**config.mk**
```make
export PLATFORM = sky130hd
export DESIGN_NAME = count_monitor_flat
export DESIGN_NICKNAME = d
export VERILOG_FILES = /design/src/rtl/count_monitor_pkg.sv /design/src/rtl/count_monitor_if.sv /design/src/rtl/count_evt_fifo.sv /design/src/rtl/count_monitor.sv /design/src/flat_wrapper.sv
export SDC_FILE = /design/constraint.sdc
export NUM_CORES = 1
export LEC_CHECK = 0
export ABC_CLOCK_PERIOD_IN_PS = 2900
export BUFFER_PORTS_ARGS = -buffer_cell sky130_fd_sc_hd__clkbuf_2
export CAP_MARGIN = 20
export CORE_MARGIN = 4
export CORE_UTILIZATION = 30
export CTS_CLUSTER_SIZE = 28
export DETAILED_ROUTE_END_ITERATION = 10
export HOLD_SLACK_MARGIN = 0.05
export SLEW_MARGIN = 5
export SYNTH_ARGS = -nofsm -noshare
export SYNTH_HDL_FRONTEND = slang
export SYNTH_SLANG_ARGS = --single-unit
```
**constraint.sdc**
```tcl
create_clock -name clk -period 2.9 [get_ports clk]
set_clock_uncertainty 0.05 [all_clocks]
set_input_delay 0.29 -clock clk [delete_from_list [all_inputs] [get_ports clk]]
set_output_delay 0.29 -clock clk [all_outputs]
set_load 0.1 [all_outputs]
```
**src/rtl/count_monitor_pkg.sv**
```systemverilog
// rtl/count_monitor_pkg.sv - shared types for the count monitor and its event buffer
package count_monitor_pkg;

    typedef enum logic [1:0] {
        EVT_NONE    = 2'b00,
        EVT_WRAP    = 2'b01,
        EVT_RESTART = 2'b10,
        EVT_ERROR   = 2'b11
    } evt_kind_e;

    typedef enum logic [1:0] {
        ST_IDLE   = 2'b00,
        ST_TRACK  = 2'b01,
        ST_RESYNC = 2'b10
    } fsm_state_e;

    typedef struct packed {
        evt_kind_e   kind;
        logic [3:0]  value;
        logic [7:0]  cycles;
    } evt_rec_t;

endpackage

```
**src/rtl/count_monitor_if.sv**
```systemverilog
// rtl/count_monitor_if.sv - event record stream between the monitor and its consumer
interface count_monitor_if;

    logic        evt_valid;
    logic        evt_ready;
    logic [1:0]  evt_kind;
    logic [3:0]  evt_value;
    logic [7:0]  evt_cycles;

    modport master (
        output evt_valid,
        output evt_kind,
        output evt_value,
        output evt_cycles,
        input  evt_ready
    );

    modport slave (
        input  evt_valid,
        input  evt_kind,
        input  evt_value,
        input  evt_cycles,
        output evt_ready
    );

endinterface

```
**src/rtl/count_evt_fifo.sv**
```systemverilog
// rtl/count_evt_fifo.sv - power-of-two event record buffer with valid/ready pop
module count_evt_fifo
    import count_monitor_pkg::*;
#(
    parameter int DEPTH = 2
) (
    input  logic     clk,
    input  logic     reset,
    input  logic     push,
    input  evt_rec_t push_data,
    output logic     full,
    output logic     out_valid,
    input  logic     out_ready,
    output evt_rec_t out_data
);

    localparam int AW = $clog2(DEPTH);

    evt_rec_t       mem [DEPTH];
    logic [AW-1:0]  rd_ptr;
    logic [AW-1:0]  wr_ptr;
    logic [AW:0]    count;
    logic           do_pop;
    logic           do_push;

    assign full      = (count == (AW+1)'(DEPTH));
    assign out_valid = (count != '0);
    assign do_pop    = out_valid && out_ready;
    // A pop on the same edge frees the slot, so a full buffer still accepts the push.
    assign do_push   = push && (!full || do_pop);
    assign out_data  = out_valid ? mem[rd_ptr] : '0;

    always_ff @(posedge clk) begin
        if (do_push) begin
            mem[wr_ptr] <= push_data;
        end
    end

    always_ff @(posedge clk or negedge reset) begin
        if (!reset) begin
            rd_ptr <= '0;
            wr_ptr <= '0;
            count  <= '0;
        end else begin
            if (do_push) begin
                wr_ptr <= wr_ptr + 1'b1;
            end
            if (do_pop) begin
                rd_ptr <= rd_ptr + 1'b1;
            end
            case ({do_push, do_pop})
                2'b10:   count <= count + 1'b1;
                2'b01:   count <= count - 1'b1;
                default: count <= count;
            endcase
        end
    end

endmodule

```
**src/rtl/count_monitor.sv**
```systemverilog
// rtl/count_monitor.sv - checks an upstream modulo counter and queues wrap/restart/error events
module count_monitor
    import count_monitor_pkg::*;
#(
    parameter int MOD        = 15,
    parameter int FIFO_DEPTH = 2
) (
    input  logic                  clk,
    input  logic                  reset,
    input  logic [3:0]            count_in,
    input  logic                  count_valid,
    count_monitor_if.master       evt,
    output logic [7:0]            wraps,
    output logic                  overflow
);

    localparam logic [4:0] MOD_M1 = 5'(MOD - 1);

    fsm_state_e  state;
    logic [3:0]  last;
    logic        last_is_top;
    logic        is_step;
    logic        gen;
    evt_kind_e   gen_kind;
    evt_rec_t    push_rec;
    evt_rec_t    head;
    logic        fifo_full;

    // Widened to 5 bits so last+1 cannot alias back to 0 when MOD is 16.
    assign last_is_top = ({1'b0, last} == MOD_M1);
    assign is_step     = ({1'b0, count_in} == ({1'b0, last} + 5'd1)) && ({1'b0, last} < MOD_M1);

    always_comb begin
        gen      = 1'b0;
        gen_kind = EVT_NONE;
        if (count_valid && state == ST_TRACK) begin
            if (count_in == 4'd0 && last_is_top) begin
                gen      = 1'b1;
                gen_kind = EVT_WRAP;
            end else if (count_in == 4'd0) begin
                gen      = 1'b1;
                gen_kind = EVT_RESTART;
            end else if (!is_step) begin
                gen      = 1'b1;
                gen_kind = EVT_ERROR;
            end
        end
    end

    assign push_rec.kind   = gen_kind;
    assign push_rec.value  = count_in;
    assign push_rec.cycles = (gen_kind == EVT_WRAP) ? wraps + 8'd1 : wraps;

    always_ff @(posedge clk or negedge reset) begin
        if (!reset) begin
            state    <= ST_IDLE;
            last     <= 4'd0;
            wraps    <= 8'd0;
            overflow <= 1'b0;
        end else begin
            if (count_valid) begin
                last <= count_in;
                case (state)
                    ST_IDLE, ST_RESYNC: state <= ST_TRACK;
                    ST_TRACK: begin
                        if (gen && gen_kind == EVT_ERROR) begin
                            state <= ST_RESYNC;
                        end
                    end
                    default: state <= ST_IDLE;
                endcase
                if (gen && gen_kind == EVT_WRAP) begin
                    wraps <= wraps + 8'd1;
                end
            end
            // Full implies evt_valid, so only a missing ready loses the record.
            if (gen && fifo_full && !evt.evt_ready) begin
                overflow <= 1'b1;
            end
        end
    end

    count_evt_fifo #(
        .DEPTH (FIFO_DEPTH)
    ) u_fifo (
        .clk       (clk),
        .reset     (reset),
        .push      (gen),
        .push_data (push_rec),
        .full      (fifo_full),
        .out_valid (evt.evt_valid),
        .out_ready (evt.evt_ready),
        .out_data  (head)
    );

    assign evt.evt_kind   = head.kind;
    assign evt.evt_value  = head.value;
    assign evt.evt_cycles = head.cycles;

endmodule

```
**src/flat_wrapper.sv**
```systemverilog
// flat-port wrapper written by rule: the top's interface ports become plain ports
module count_monitor_flat import count_monitor_pkg::*;
#(
    parameter int MOD        = 15,
    parameter int FIFO_DEPTH = 2
)
  (clk, reset, count_in, count_valid, wraps, overflow, evt_evt_valid, evt_evt_kind, evt_evt_value, evt_evt_cycles, evt_evt_ready);
  count_monitor_if evt_i ();
  input  logic clk;
  input  logic reset;
  input  logic [3:0] count_in;
  input  logic count_valid;
  output logic [7:0] wraps;
  output logic overflow;
  output wire logic [$bits(evt_i.evt_valid)-1:0] evt_evt_valid;
  output wire logic [$bits(evt_i.evt_kind)-1:0] evt_evt_kind;
  output wire logic [$bits(evt_i.evt_value)-1:0] evt_evt_value;
  output wire logic [$bits(evt_i.evt_cycles)-1:0] evt_evt_cycles;
  input wire logic [$bits(evt_i.evt_ready)-1:0] evt_evt_ready;
  assign evt_evt_valid = evt_i.evt_valid;
  assign evt_evt_kind = evt_i.evt_kind;
  assign evt_evt_value = evt_i.evt_value;
  assign evt_evt_cycles = evt_i.evt_cycles;
  assign evt_i.evt_ready = evt_evt_ready;
  count_monitor #(.MOD(MOD), .FIFO_DEPTH(FIFO_DEPTH)) u_core (.clk(clk), .reset(reset), .count_in(count_in), .count_valid(count_valid), .evt(evt_i), .wraps(wraps), .overflow(overflow));
endmodule
```
After elaboration in Yosys (flattened, before gate mapping)
Memory sizes are Yosys's and may differ from the RTL's.
Index checks and enable logic that the tools add are counted.
{"block": "word_totals", "out_inout_bits": 24, "mem_bits_rw": 28, "ff_bits": 19, "input_bits": 8, "memories": 1}
{"name": "u_core.u_fifo.mem", "words": 2, "word_bits": 14, "read_ports": 1, "rd_clocked_by_memory_dff": 0, "write_ports": 1, "line": "count_evt_fifo.sv:19", "text": "evt_rec_t mem [DEPTH];"}
{"block": "classes", "n_mux": 15, "n_eq_ne": 10, "add_sub_neg": 6, "magnitude_cmp": 1, "n_reduce_logical": 19}
{"op": "$mux W14", "n": 1}
{"op": "$mux W2", "n": 5}
{"op": "$logic_and A1 B1 Y1", "n": 9}
{"op": "$add A8 B1 Y8 const B", "n": 1}
{"op": "$eq A2 B2 Y1 const B", "n": 4}
{"op": "$mux W8", "n": 1}
{"op": "$pmux W2 S2", "n": 2}
{"op": "$eq A2 B1 Y1 const B", "n": 3}
{"op": "$mux W1", "n": 6}
{"op": "$add A4 B1 Y5 const B", "n": 1}
{"op": "$eq A4 B5 Y1", "n": 1}
{"op": "$eq A4 B4 Y1 const B", "n": 1}
{"op": "$logic_not A4 Y1", "n": 1}
{"op": "$lt A4 B4 Y1 const B", "n": 1}
{"op": "$reduce_and A2 Y1", "n": 2}
{"op": "$reduce_bool A2 Y1", "n": 2}
{"op": "$add A1 B1 Y1 const B", "n": 2}
{"op": "$add A2 B1 Y2 const B", "n": 1}
{"op": "$logic_not A1 Y1", "n": 2}
{"op": "$logic_not A2 Y1", "n": 1}
{"op": "$ne A2 B2 Y1 const B", "n": 1}
{"op": "$reduce_or A2 Y1", "n": 1}
{"op": "$sub A2 B1 Y2 const B", "n": 1}
{"op": "$logic_or A1 B1 Y1", "n": 1}

Longest topological paths before layout
{"block": "logic_depth", "ltp_word": 11, "mapped_depth": 8}

Hierarchy
From an unflattened synthesis, not the netlist that was laid out.
{"block": "hier_totals", "cells_unflattened": 161, "area_unflattened_um2": 2147.1}
{"module": "count_evt_fifo", "n_inst": 1, "seq_area_each_um2": 940.9, "area_per_inst_um2": 1262.5, "cells_each": 79}
{"module": "count_monitor", "n_inst": 1, "seq_area_each_um2": 375.4, "area_per_inst_um2": 884.6, "cells_each": 82}

Worst setup path before layout
No wires, ideal clock.
{"block": "synth_timing", "kind": "register -> register", "start": "register u_core.last[0]", "end": "memory u_core.u_fifo.mem[0][0] (netlist name), enable pin", "synth_period_minus_slack_ns": 2.909, "setup_slack_ns": -0.009, "t_arrival_ns": 2.456, "n_path_buf": 1, "required_ns": 2.447, "path_stages_with_launch": 8, "cell_sequence": "dfrtp_1 > inv_1 > ha_1 > xnor2_1 > nor4_1 > a31o_2 > clkbuf_1 > nor3_1"}
{"block": "synth_between", "elab_chain_len": 10, "elab_cells_between_ends": 13, "cone_classes": "add/sub (1); order compare (1); eq/ne (2); mux (6); reduce/logical (3)"}
{"element": "start: declaration", "line": "count_monitor.sv:20", "text": "logic [3:0] last;"}
{"element": "start signal: assignment", "line": "count_monitor.sv:62", "text": "last <= count_in;"}
{"element": "$add A4 B1 Y5", "line": "count_monitor.sv:31", "text": "assign is_step = ({1'b0, count_in} == ({1'b0, last} + 5'd1)) && ({1'b0, last} < MOD_M1);"}
{"element": "$eq A4 B5 Y1", "line": "count_monitor.sv:31"}
{"element": "$logic_and A1 B1 Y1", "line": "count_monitor.sv:31"}
{"element": "$mux W1", "line": "count_monitor.sv:43", "text": "end else if (!is_step) begin"}
{"element": "$mux W1", "line": "count_monitor.sv:40", "text": "end else if (count_in == 4'd0) begin"}
{"element": "$mux W1 *", "line": "count_monitor.sv:37", "text": "if (count_in == 4'd0 && last_is_top) begin"}
{"element": "$mux W1 *", "line": "count_monitor.sv:36", "text": "if (count_valid && state == ST_TRACK) begin"}
{"element": "$logic_and A1 B1 Y1 *", "line": "count_evt_fifo.sv:30", "text": "assign do_push = push && (!full || do_pop);"}
{"element": "$mux W1 *", "line": "count_evt_fifo.sv:34", "text": "if (do_push) begin"}
{"element": "$mux W1 (not written as such) *", "line": "count_evt_fifo.sv:35", "text": "mem[wr_ptr] <= push_data;"}
{"element": "end: declaration", "line": "count_evt_fifo.sv:19"}
Every way passes the cells marked *; elsewhere a longest branch is shown, timed or not.

Final worst setup path
{"block": "layout_timing", "start": "register u_core.last[0]", "end": "memory u_core.u_fifo.mem[1][13] (netlist name), enable pin"}
The elaborated chain is that of the path after synthesis.

==> summary.txt <==
Status
  • Status: finished clean

Global routing
  • Largest net degree at the start of global routing: 20
  • Antenna violations before repair: 0
  • Global route overflow: 0
  • Vias in the first global route: 1,298
  • Total GRT Usage: around a tenth
  • First-pass GRT wire length: 6.60 mm

CTS
  • Clk buf depth: 2
  • H-Tree Depth: 2
  • Clock network latency to the later pin of the worst-skew pair: 290 ps
  • Root Buffer: clkbuf_8
  • CTS buffer count: 5
  • CTS tree: yes
  • Reg clk slew, reported paths: 80 ps
  • Clock Sinks: 47

Timing
  • Final WS setup: 522 ps
  • Fmax: between 400 and 500 MHz
  • Setup TNS: 0 ps
  • Rel. slew slack: 44.2%
  • Final hold viol count: 0
  • Final Max Slew Viols: 0
  • Final setup viols: 0
  • Fin crit period: 2380 ps
  • Final period utilization: 82.0%
  • Slew @ Worst Pin: approximately 840 ps
  • Unrepaired setup endpoints after global routing: no

Power and ir drop
  • PD cells: 971 mW/mm²
  • Static Leak: roughly 1.1 nW
  • Overall power: roughly 2.4 mW
  • VDD IR-drop max: 0.489 mV

Routing
  • Met2 wire len: roughly 1.8 mm
  • Met3 wire len: 158 µm
  • Final WL: just under 4 mm
  • Met1 wire length: roughly 1.9 mm
  • Vias: around 1,300
  • First-pass DRT Iterations: 4
  • WL/cell: 13.5 µm
  • Top layer in use: met4
  • Final ANT Viol Nets: 0
  • Vias per cell: between 4 and 5
  • Initial DRC count: 60
  • DRC violations left: 0

Cells and area
  • Area growth syn-to-layout: 17.8%
  • Share of post-route cells with drive strength above 1: 25.5%
  • # diodes: 0
  • Final Cell Area: between 0.002 and 0.0025 mm²
  • Nets@finish: 206

Setup path
  • Setup slack, reg-to-reg: 520 ps
  • Critical path launch point type: flop
  • CP required: 2890 ps
  • WS Path Type: flop to flop
  • CP Data Arrival Time: 2370 ps
  • Nature of the critical path endpoint: flop
  • Critical Path Fanout Max: 14

Hold path
  • Hold Path Class: input port to flop

Yosys
  • EDFF count, synth: 28
  • Sequential fraction of the synthesis area: 62.3%
  • Mapped Avg Cell Area: roughly 13 µm²
  • Yosys reg bits: 47
  • Synth async-reset ratio: 40.4%
  • Distinct cell type count of the synthesized netlist: 35
  • Post-Syn Instances: 158
  • Synthesized area: 0.00211 mm²
  • Ys flop type: edfxtp_1
  • Synth Warn #: 0
  • Syn nets: 169

Placed design
  • GPL Wtd Cong: 0.811
  • Hpwl dp: 2.83 mm
  • Port buffer count: 31
  • Area after DPL: 0.00240 mm²
  • Pre-CTS setup slack: ~530 ps

Floorplanning
  • Count of boundary I/O pins: 32
  • Die width: 91.9 µm
  • Starting Density: between 30% and 40%
  • DIE HEIGHT: between 90 and 100 µm
  • Die Footprint: 0.00845 mm²
  • Area of the core: 0.00683 mm²
  • Row count: 30

Flow run
  • Max-cap violations: 0
==> metal layers <==
layer / up-vias / track usage (%)
met2: 21 / 15.3
met4: 0 / 3.71
met1: 634 / 13.4
met5: - / 0
li1: 646 / -
met3: 5 / 2.54
==> placed cells by master (no fill, tap or decap), types with 3 or more instances in the layout <==
cell type,instances
buf_4,3
clkbuf_2,31
clkbuf_8,5
dfrtp_1,19
edfxtp_1,28
ha_1,3
inv_1,3
mux2_2,5
mux2i_1,14
nand2_1,5
nand3_1,4
nand4_1,3
nor2_1,19
xnor2_1,18
xor2_1,4
==> power by group <==
group | total, mW | switching (mW) | internal [mW]
Clock | 0.363 | 0.197 | 0.166
Combinational | 1.13 | 0.909 | 0.225
Sequential | 0.918 | 0.104 | 0.813
Total | 2.41 | 1.21 | 1.20
==> sequential cells by signal, indices dropped and copies added, names as in the netlist <==
| register | cells |
|---|---|
| u_core.last | 4 |
| u_core.overflow | 1 |
| u_core.state | 2 |
| u_core.u_fifo.count | 2 |
| u_core.u_fifo.mem | 28 |
| u_core.u_fifo.rd_ptr | 1 |
| u_core.u_fifo.wr_ptr | 1 |
| u_core.wraps | 8 |
==> through the flow <==
step                      std cells  utilization, %  hold slack [ps]
after global placement          283            35.1              247
after detailed placement        283            35.1              260
after floorplan                 158               -            -55.6
after global routing            292            36.4              229
final                           292            36.4              227
after CTS                       292            36.4              210
==> cell families (layout without fill, tap and decap cells) <==
| logic type | after synthesis | count (layout) | share of synthesized area, % |
|---|---|---|---|
| flops | 47 | 47 | 62.3 |
| simple gates | 44 | 44 | 11.0 |
| xor+xnor | 22 | 22 | 9.12 |
| mux | 19 | 19 | 9.30 |
| compound gates | 15 | 15 | 5.10 |
| buf+inv | 8 | 46 | 1.42 |
| fa+ha+maj | 3 | 3 | 1.78 |
==> what timing repair did <==
action / CTS / global route
endpoints found under the hold margin: 19 / 0
hold buffers: 1 / 0
setup buffers: 0 / 0
gates resized for setup: 0 / 0
==> worst max-delay path, stage by stage, from the launching register on <==
cell	delay, ps
dfrtp_1	430
ha_1	240
o211a_1	240
nor4_1	380
a31o_2	320
nor2_1	100
and2_1	180
buf_4	200
==> path summary, 6_finish.rpt <==
path	cells after the start	start	endpoint
worst max-delay path	7	u_core.last[0]	u_core.u_fifo.mem[1][13]
worst min-delay path	1	count_in[3]	u_core.u_fifo.mem[0][11]
worst max register to register	7	u_core.last[0]	u_core.u_fifo.mem[1][13]
worst min register to register	1	u_core.overflow	u_core.overflow
max in group asynchronous	2	reset	u_core.wraps[0]
min in group asynchronous	2	reset	u_core.overflow
==> cells in the mapped netlist (all sizes together), types with 2 or more instances <==
cell type	number	area share [%]
a31oi	2	0.59
and3	2	0.59
clkbuf	4	0.71
dfrtp	19	23
edfxtp	28	40
ha	3	1.8
inv	3	0.53
mux2	5	2.7
mux2i	14	6.6
nand2	5	0.89
nand3	4	0.95
nand4	4	1.5
nor2	19	3.4
nor3	3	1.2
nor4	2	0.59
o211a	2	0.95
o211ai	2	0.71
o21ai	2	0.47
xnor2	18	7.5
xor2	4	1.7
==> layout make-up <==
cell class	instances	area, µm²
Clock buffer	6	72.6
Clock inverter	2	8.76
Fill cell	712	4340
Inverter	3	11.3
Multi-Input combinational cell	103	771
Sequential cell	47	1320
Tap cell	96	120
Timing Repair Buffer	35	188
No activity file was read; power rests on OpenSTA's default activity.
